**src/rtl/watch_mode_ctrl.sv**
```systemverilog
// Top-level mode sequencer for the multi-purpose watch: owns the current mode,
// routes function keys to the active block, handles alarm preemption and idle return.
module watch_mode_ctrl #(
    parameter int unsigned IDLE_SEC = 30,
    parameter int unsigned CNT_W    = 6
) (
    input  logic        clk,
    input  logic        reset_n,
    input  logic [3:0]  btn_pedge,
    input  logic        sec_tick,
    input  logic [15:0] clock_value,
    input  logic [15:0] swatch_value,
    input  logic [15:0] timer_value,
    input  logic        swatch_run,
    input  logic        timer_run,
    input  logic        alarm_req,
    output logic [2:0]  btn_clock,
    output logic [2:0]  btn_swatch,
    output logic [2:0]  btn_timer,
    output logic        alarm_clr,
    output logic [1:0]  mode,
    output logic [3:0]  led_mode,
    output logic [15:0] value,
    output logic        blink
);

    typedef enum logic [1:0] {
        S_CLOCK  = 2'd0,
        S_SWATCH = 2'd1,
        S_TIMER  = 2'd2,
        S_ALARM  = 2'd3
    } state_t;

    localparam logic [CNT_W-1:0] IDLE_MAX = CNT_W'(IDLE_SEC);

    state_t           state, state_nxt, saved_mode, saved_nxt, norm_nxt;
    logic [CNT_W-1:0] idle_cnt, idle_nxt;
    logic [2:0]       btn_clock_nxt, btn_swatch_nxt, btn_timer_nxt;
    logic             alarm_clr_nxt, blink_nxt;
    logic             any_btn, idle_full, run_flag;

    always_ff @(posedge clk or negedge reset_n) begin
        if (!reset_n) begin
            state      <= S_CLOCK;
            saved_mode <= S_CLOCK;
            idle_cnt   <= '0;
            btn_clock  <= '0;
            btn_swatch <= '0;
            btn_timer  <= '0;
            alarm_clr  <= 1'b0;
            blink      <= 1'b0;
        end else begin
            state      <= state_nxt;
            saved_mode <= saved_nxt;
            idle_cnt   <= idle_nxt;
            btn_clock  <= btn_clock_nxt;
            btn_swatch <= btn_swatch_nxt;
            btn_timer  <= btn_timer_nxt;
            alarm_clr  <= alarm_clr_nxt;
            blink      <= blink_nxt;
        end
    end

    always_comb begin
        any_btn   = |btn_pedge;
        idle_full = (idle_cnt == IDLE_MAX);
        run_flag  = (state == S_SWATCH) ? swatch_run : timer_run;

        // Where the non-alarm sequencing would go; also what an alarm parks in saved_mode.
        norm_nxt = state;
        if (btn_pedge[3]) begin
            case (state)
                S_CLOCK:  norm_nxt = S_SWATCH;
                S_SWATCH: norm_nxt = S_TIMER;
                default:  norm_nxt = S_CLOCK;
            endcase
        end else if ((state == S_SWATCH || state == S_TIMER) && idle_full && !run_flag) begin
            norm_nxt = S_CLOCK;
        end

        state_nxt      = state;
        saved_nxt      = saved_mode;
        btn_clock_nxt  = '0;
        btn_swatch_nxt = '0;
        btn_timer_nxt  = '0;
        alarm_clr_nxt  = 1'b0;

        if (state == S_ALARM) begin
            if (any_btn) begin
                state_nxt     = saved_mode;
                alarm_clr_nxt = 1'b1;
            end
        end else if (alarm_req) begin
            state_nxt = S_ALARM;
            saved_nxt = norm_nxt;
        end else begin
            state_nxt = norm_nxt;
            case (state)
                S_CLOCK:  btn_clock_nxt  = btn_pedge[2:0];
                S_SWATCH: btn_swatch_nxt = btn_pedge[2:0];
                S_TIMER:  btn_timer_nxt  = btn_pedge[2:0];
                default:  ;
            endcase
        end

        if (state_nxt != S_ALARM) begin
            blink_nxt = 1'b0;
        end else if (state != S_ALARM) begin
            blink_nxt = 1'b1;
        end else begin
            blink_nxt = blink ^ sec_tick;
        end

        if (any_btn || state_nxt != state || state == S_CLOCK || state == S_ALARM) begin
            idle_nxt = '0;
        end else if (sec_tick && !idle_full) begin
            idle_nxt = idle_cnt + CNT_W'(1);
        end else begin
            idle_nxt = idle_cnt;
        end
    end

    always_comb begin
        mode     = state;
        led_mode = 4'b0001 << state;
        case (state)
            S_CLOCK:  value = clock_value;
            S_SWATCH: value = swatch_value;
            default:  value = timer_value;
        endcase
    end

endmodule

```
**config.mk**
```make
export PLATFORM = sky130hd
export DESIGN_NAME = watch_mode_ctrl
export DESIGN_NICKNAME = d
export VERILOG_FILES = /design/src/rtl/watch_mode_ctrl.sv
export SDC_FILE = /design/constraint.sdc
export NUM_CORES = 1
export LEC_CHECK = 0
export ABC_CLOCK_PERIOD_IN_PS = 2900
export CAP_MARGIN = 20
export CORE_MARGIN = 3
export CORE_UTILIZATION = 62
export DETAILED_ROUTE_END_ITERATION = 10
export DONT_BUFFER_PORTS = 1
export PLACE_DENSITY_LB_ADDON = 0.15
export SLEW_MARGIN = 15
export SYNTH_ARGS = -nofsm -noshare
export SYNTH_HDL_FRONTEND = slang
export SYNTH_SLANG_ARGS = --single-unit
```
**constraint.sdc**
```tcl
create_clock -name clk -period 2.9 [get_ports clk]
set_clock_uncertainty 0.2 [all_clocks]
set_input_delay 0.435 -clock clk [delete_from_list [all_inputs] [get_ports clk]]
set_output_delay 0.435 -clock clk [all_outputs]
set_load 0.005 [all_outputs]
```
# After elaboration in Yosys (flattened, before gate mapping)
# Cells that the tools add are included.
# classes
order_cmp	0
n_bitwise	2
eq_ne	7
div	0
muxes	23
reduce_logical	13
n_mul	0
addsub	1
shift	1
# ops
cell	n
16-bit one-hot mux with 2 select lines	1
3-bit two-way mux	9
6-bit two-way mux	2
2-bit two-way mux	5
6-bit by 1-bit adder with 6-bit output (second input constant)	1
6-bit by 5-bit == test with 1-bit output (second input constant)	1
1-bit two-way mux	5
2-bit == test (second input constant)	2
1-bit logical OR	4
2-bit inequality test (second input constant)	2
2-bit one-hot mux with 2 select lines	1
4-bit OR reduction	1
1-bit by 2-bit left shift with 4-bit output (first input constant)	1
1-bit logical AND	3
2-bit by 1-bit == test with 1-bit output (second input constant)	1
1-bit logical NOT	2
2-bit logical NOT	1
2-bit inequality test	1
2-bit AND reduction	1
2-bit nonzero test	1
1-bit NOT	1
1-bit XOR	1
# totals
register_bits	21
latchBits	0
romBits	0
memories	0
mem_bits_rw	0

# Logic depth before layout (Yosys ltp)
# logic_depth
depth_word	13
ltp_mapped	8

# Worst setup path before layout
# OpenSTA, ideal clock, no wires.
# synth_path
path_kind	reg-to-reg
start	reg state[1] (netlist: mode[1])
end	reg idle_cnt[4]
path_stages_with_launch	8
setup_time_ps	95
synth_period_minus_slack_ps	2336
arrival_ps	2041
slack_ps	564
path_cell_list	dfrtp_1 inv_1 ha_1 mux2i_1 nand4_1 a211o_1 a211o_4 nor4b_2
# synth_between
elab_chain_len	13
# synth_rtl
element	line	rtl
from (decl)	36	state_t state, state_nxt, saved_mode, saved_nxt, norm_nxt;
from (signal assigned)	53	state <= state_nxt;
2-bit by 1-bit == test with 1-bit output / 2-bit == test (equally long branches)	67, 72, 77	
1-bit two-way mux / 1-bit logical OR (equally long branches)	67, 77	
1-bit logical NOT / 1-bit logical AND (equally long branches)	77	end else if ((state == S_SWATCH || state == S_TIMER) && idle_full && !run_flag) begin
1-bit logical AND	77	
2-bit two-way mux	77	
2-bit two-way mux	71	if (btn_pedge[3]) begin
2-bit two-way mux	93	end else if (alarm_req) begin
2-bit two-way mux	88	if (state == S_ALARM) begin
2-bit inequality test	114	if (any_btn || state_nxt != state || state == S_CLOCK || state == S_ALARM) begin
1-bit logical OR (2 in a row)	114	
1-bit logical OR *	114	
6-bit two-way mux / 2-bit nonzero test (equally long branches)	n/a	
to (signal assigned)	55	idle_cnt <= idle_nxt;
to (decl)	37	logic [CNT_W-1:0] idle_cnt, idle_nxt;
# Every way passes the cells marked *; elsewhere a longest branch is shown, timed or not.
# A chain may end at the register's enable or synchronous reset.

# Worst setup path after layout
# layout_path
start	reg state[0] (netlist: mode[0])
end	reg idle_cnt[4]
# The elaborated chain is that of the path after synthesis.

==> summary.txt <==
Routing
  • DRC violations left: 0
  • DRT iter0 DRCs: 26
  • Post-DR vias/cell: ~6.4
  • Post-DRT Antenna Nets: 0
  • DR WL/cell: 18.3 um
  • Final wirelength: 3.52 mm
  • Router iterations before antenna repair: 4
  • Vias: 1228

Final layout
  • N_diodes: 0
  • Final #Nets: 231
  • Layout cells sized above 1: 0.0783
  • Final std cells w/o fill: 193
  • Final Util: 0.718
  • Design area: 1450 um^2
  • Synthesis-to-finish area growth: 5.84%

Min path
  • Hold Crit Class: input pin to flop
  • Hold Path Origin: btn_pedge[0]

Yosys
  • Sequential area share after synthesis: 0.383
  • Syn_area_per_cell: 8.41 um^2
  • Syn Nets: 227
  • Ys Warns: 0
  • Cells after Synth: 163
  • Syn Std Cell Area: 1370 um^2
  • Top FF cell, synth: dfrtp_1
  • Ys async rst share: 1.00
  • #FFs+latches synth: 21
  • Post-synth cell types: 34
  • Post-synth EDFFs: 0

Placed design
  • Cells after DPL: 187
  • Placement Cell Area: ~1400 um^2
  • Placement Setup Slack: approximately 0.37 ns
  • Gpl congestion: 0.896
  • # port buffers: 0
  • Post-DP HPWL: 2.82 mm

Power
  • Comb pwr share: 0.575
  • Total power: 1.28 mW
  • Power per standard cell area: a little under 900 nW/um^2
  • P_sw: 0.609 mW
  • Worst-case vdd ir drop: 0.547 mV
  • P_int: 0.668 mW
  • Sw Ratio: 0.477
  • Clk network pwr share: 0.110
  • Seq pwr share: 0.314
  • Lkg Pwr: 0.704 nW

CTS
  • Max clock buf depth: 2
  • Clk_lat worst skew: roughly 0.30 ns
  • TritonCTS clock tree: done
  • PostCTS Resize Cnt: 0
  • CTS buffer count: 3
  • H-tree Lvls: 1
  • CTS root buf: clkbuf_4
  • Clk pin slew, worst setup/hold paths: between 0.1 and 0.15 ns
  • Sink Count: 21

Floorplanning
  • Full die area: 2810 um^2
  • Die width: 53.0 um
  • Die H: 53.0 um
  • Core area: a little over 2000 um^2
  • I/O pins: 91
  • Initial core utilization: 0.678
  • Rows: 16

STA
  • Tcrit/Tclk final: 0.889
  • Setup TNS Final: 0 ns
  • RSZ-0062 raised after global routing: no
  • Hold Fails Final Rpt: 0
  • Slew Limit Headroom: 0.394
  • Worst-margin pin slew: 0.906 ns
  • Final setup margin: 0.323 ns
  • Hold_ws: around 0.070 ns
  • FMAX: 0.388 GHz
  • Min cycle time layout: 2.58 ns
  • Final setup viols: 0
  • Max-slew violations: 0

Setup path
  • CP Data Required Time: 2.91 ns
  • Worst Path Arrival: 2.59 ns
  • Startpoint types: flop
  • Crit path max fanout: 7
  • Worst Setup End Kind: flop
  • FF-to-FF Start: mode[0]
  • Worst Path Class, Setup: flop to flop
  • Setup crit start: mode[0]

Global routing
  • Largest net degree at the start of global routing: 22
  • Total GRT Usage: 0.262
  • First-pass GRT wire length: between 5 and 6 mm
  • Initial antenna violation count: 0
  • Vias in the first global route: 1187
  • Total global routing overflow: 0

Run
  • Max_cap viols: 0

Run status
  • Status: completed
[cells in the mapped netlist, types with 2 or more instances]
library cell / count / share of area
a21oi_1: 3 / 0.011
a22oi_1: 16 / 0.088
and3_1: 4 / 0.018
clkbuf_1: 5 / 0.014
dfrtp_1: 21 / 0.38
ha_1: 6 / 0.055
inv_1: 3 / 0.0082
mux2i_1: 3 / 0.022
nand2_1: 46 / 0.13
nand2b_1: 6 / 0.027
nand3_1: 2 / 0.0073
nand4_1: 4 / 0.018
nor2_1: 10 / 0.027
nor2b_1: 2 / 0.0091
nor3_1: 5 / 0.018
nor3b_1: 3 / 0.016
nor4b_2: 2 / 0.022
o21ai_0: 4 / 0.015
xnor2_1: 3 / 0.019
[worst max-delay path: stages (launching register included)]
cell and delay [ns]:
dfrtp_1 0.50, inv_1 0.14, ha_1 0.30, nor2b_1 0.16, nand4_1 0.18, a211o_1 0.36
a211o_4 0.37, nor4b_2 0.28
[power groups by stage]
stage / Combinational, mW / Clock, mW / Sequential, mW
after floorplan: 0.567 / 0 / 0.392
after global placement: 0.682 / 0 / 0.402
after detailed placement: 0.717 / 0 / 0.408
after CTS: 0.729 / 0.141 / 0.402
after global routing: 0.813 / 0.155 / 0.410
final: 0.734 / 0.141 / 0.402
[registers in the layout, indices dropped and copies added (netlist names)]
register / flops
alarm_clr: 1
btn_timer: 3
btn_swatch: 3
idle_cnt: 6
btn_clock: 3
mode: 2
saved_mode: 2
blink: 1
[cells in the final DEF (no fill, tap or decap), drive strengths merged, types with 2 or more instances in the layout]
| cell type | count |
|---|---|
| and2 | 2 |
| mux2i | 3 |
| nand2b | 6 |
| and3 | 4 |
| nor3b | 3 |
| xnor2 | 3 |
| nand4 | 4 |
| nand2 | 46 |
| nor2 | 10 |
| clkbuf | 3 |
| buf | 3 |
| a22oi | 16 |
| o21ai | 4 |
| nor2b | 2 |
| dlygate4sd3 | 2 |
| a21boi | 2 |
| dfrtp | 21 |
| inv | 3 |
| nor3 | 5 |
| a21oi | 3 |
| a211o | 2 |
| nand3 | 2 |
| nor4b | 2 |
| ha | 6 |
[kinds of logic after synthesis]
group | Yosys count | synth area share
AO/OA/AOI/OAI | 31 | 0.170
XOR/XNOR | 4 | 0.0256
adder cells (fa/ha/maj) | 6 | 0.0547
buffers and inverters | 9 | 0.0255
flip-flops | 21 | 0.383
multiplexers | 3 | 0.0219
AND/OR/NAND/NOR | 89 | 0.319
[path summary, 6_finish.rpt]
| check | end | slack, ns | cells after the start |
|---|---|---|---|
| setup / recovery | idle_cnt[4] | 0.32 | 7 |
| hold / removal | btn_clock[0] | 0.07 | 2 |
| setup reg to reg | idle_cnt[4] | 0.32 | 7 |
| hold reg to reg | saved_mode[1] | 0.33 | 2 |
| max in group asynchronous | idle_cnt[2] | 1.45 | 1 |
| min in group asynchronous | mode[0] | 0.49 | 1 |
[area by class of cell]
| class | count | area (um^2) |
|---|---|---|
| clock buffers | 3 | 22.5 |
| clock inverters | 1 | 5.00 |
| fillers | 153 | 571 |
| inverters | 3 | 11.3 |
| multi-input cells | 133 | 811 |
| flip-flops and latches | 21 | 526 |
| well taps | 27 | 33.8 |
| repair buffers | 5 | 42.5 |
[per-layer routing]
layer	GRT usage	wire length [um]
met1	0.339	1440
met2	0.452	1790
met3	0.0394	273
met4	0.0681	14
met5	0	0
[repair_timing]
| item | 4_1_cts | 5_1_grt |
|---|---|---|
| buffers inserted | 0 | 0 |
| hold endpoints to repair | 22 | 0 |
| hold buffers | 2 | 0 |
(Power assumes the default switching activity.)
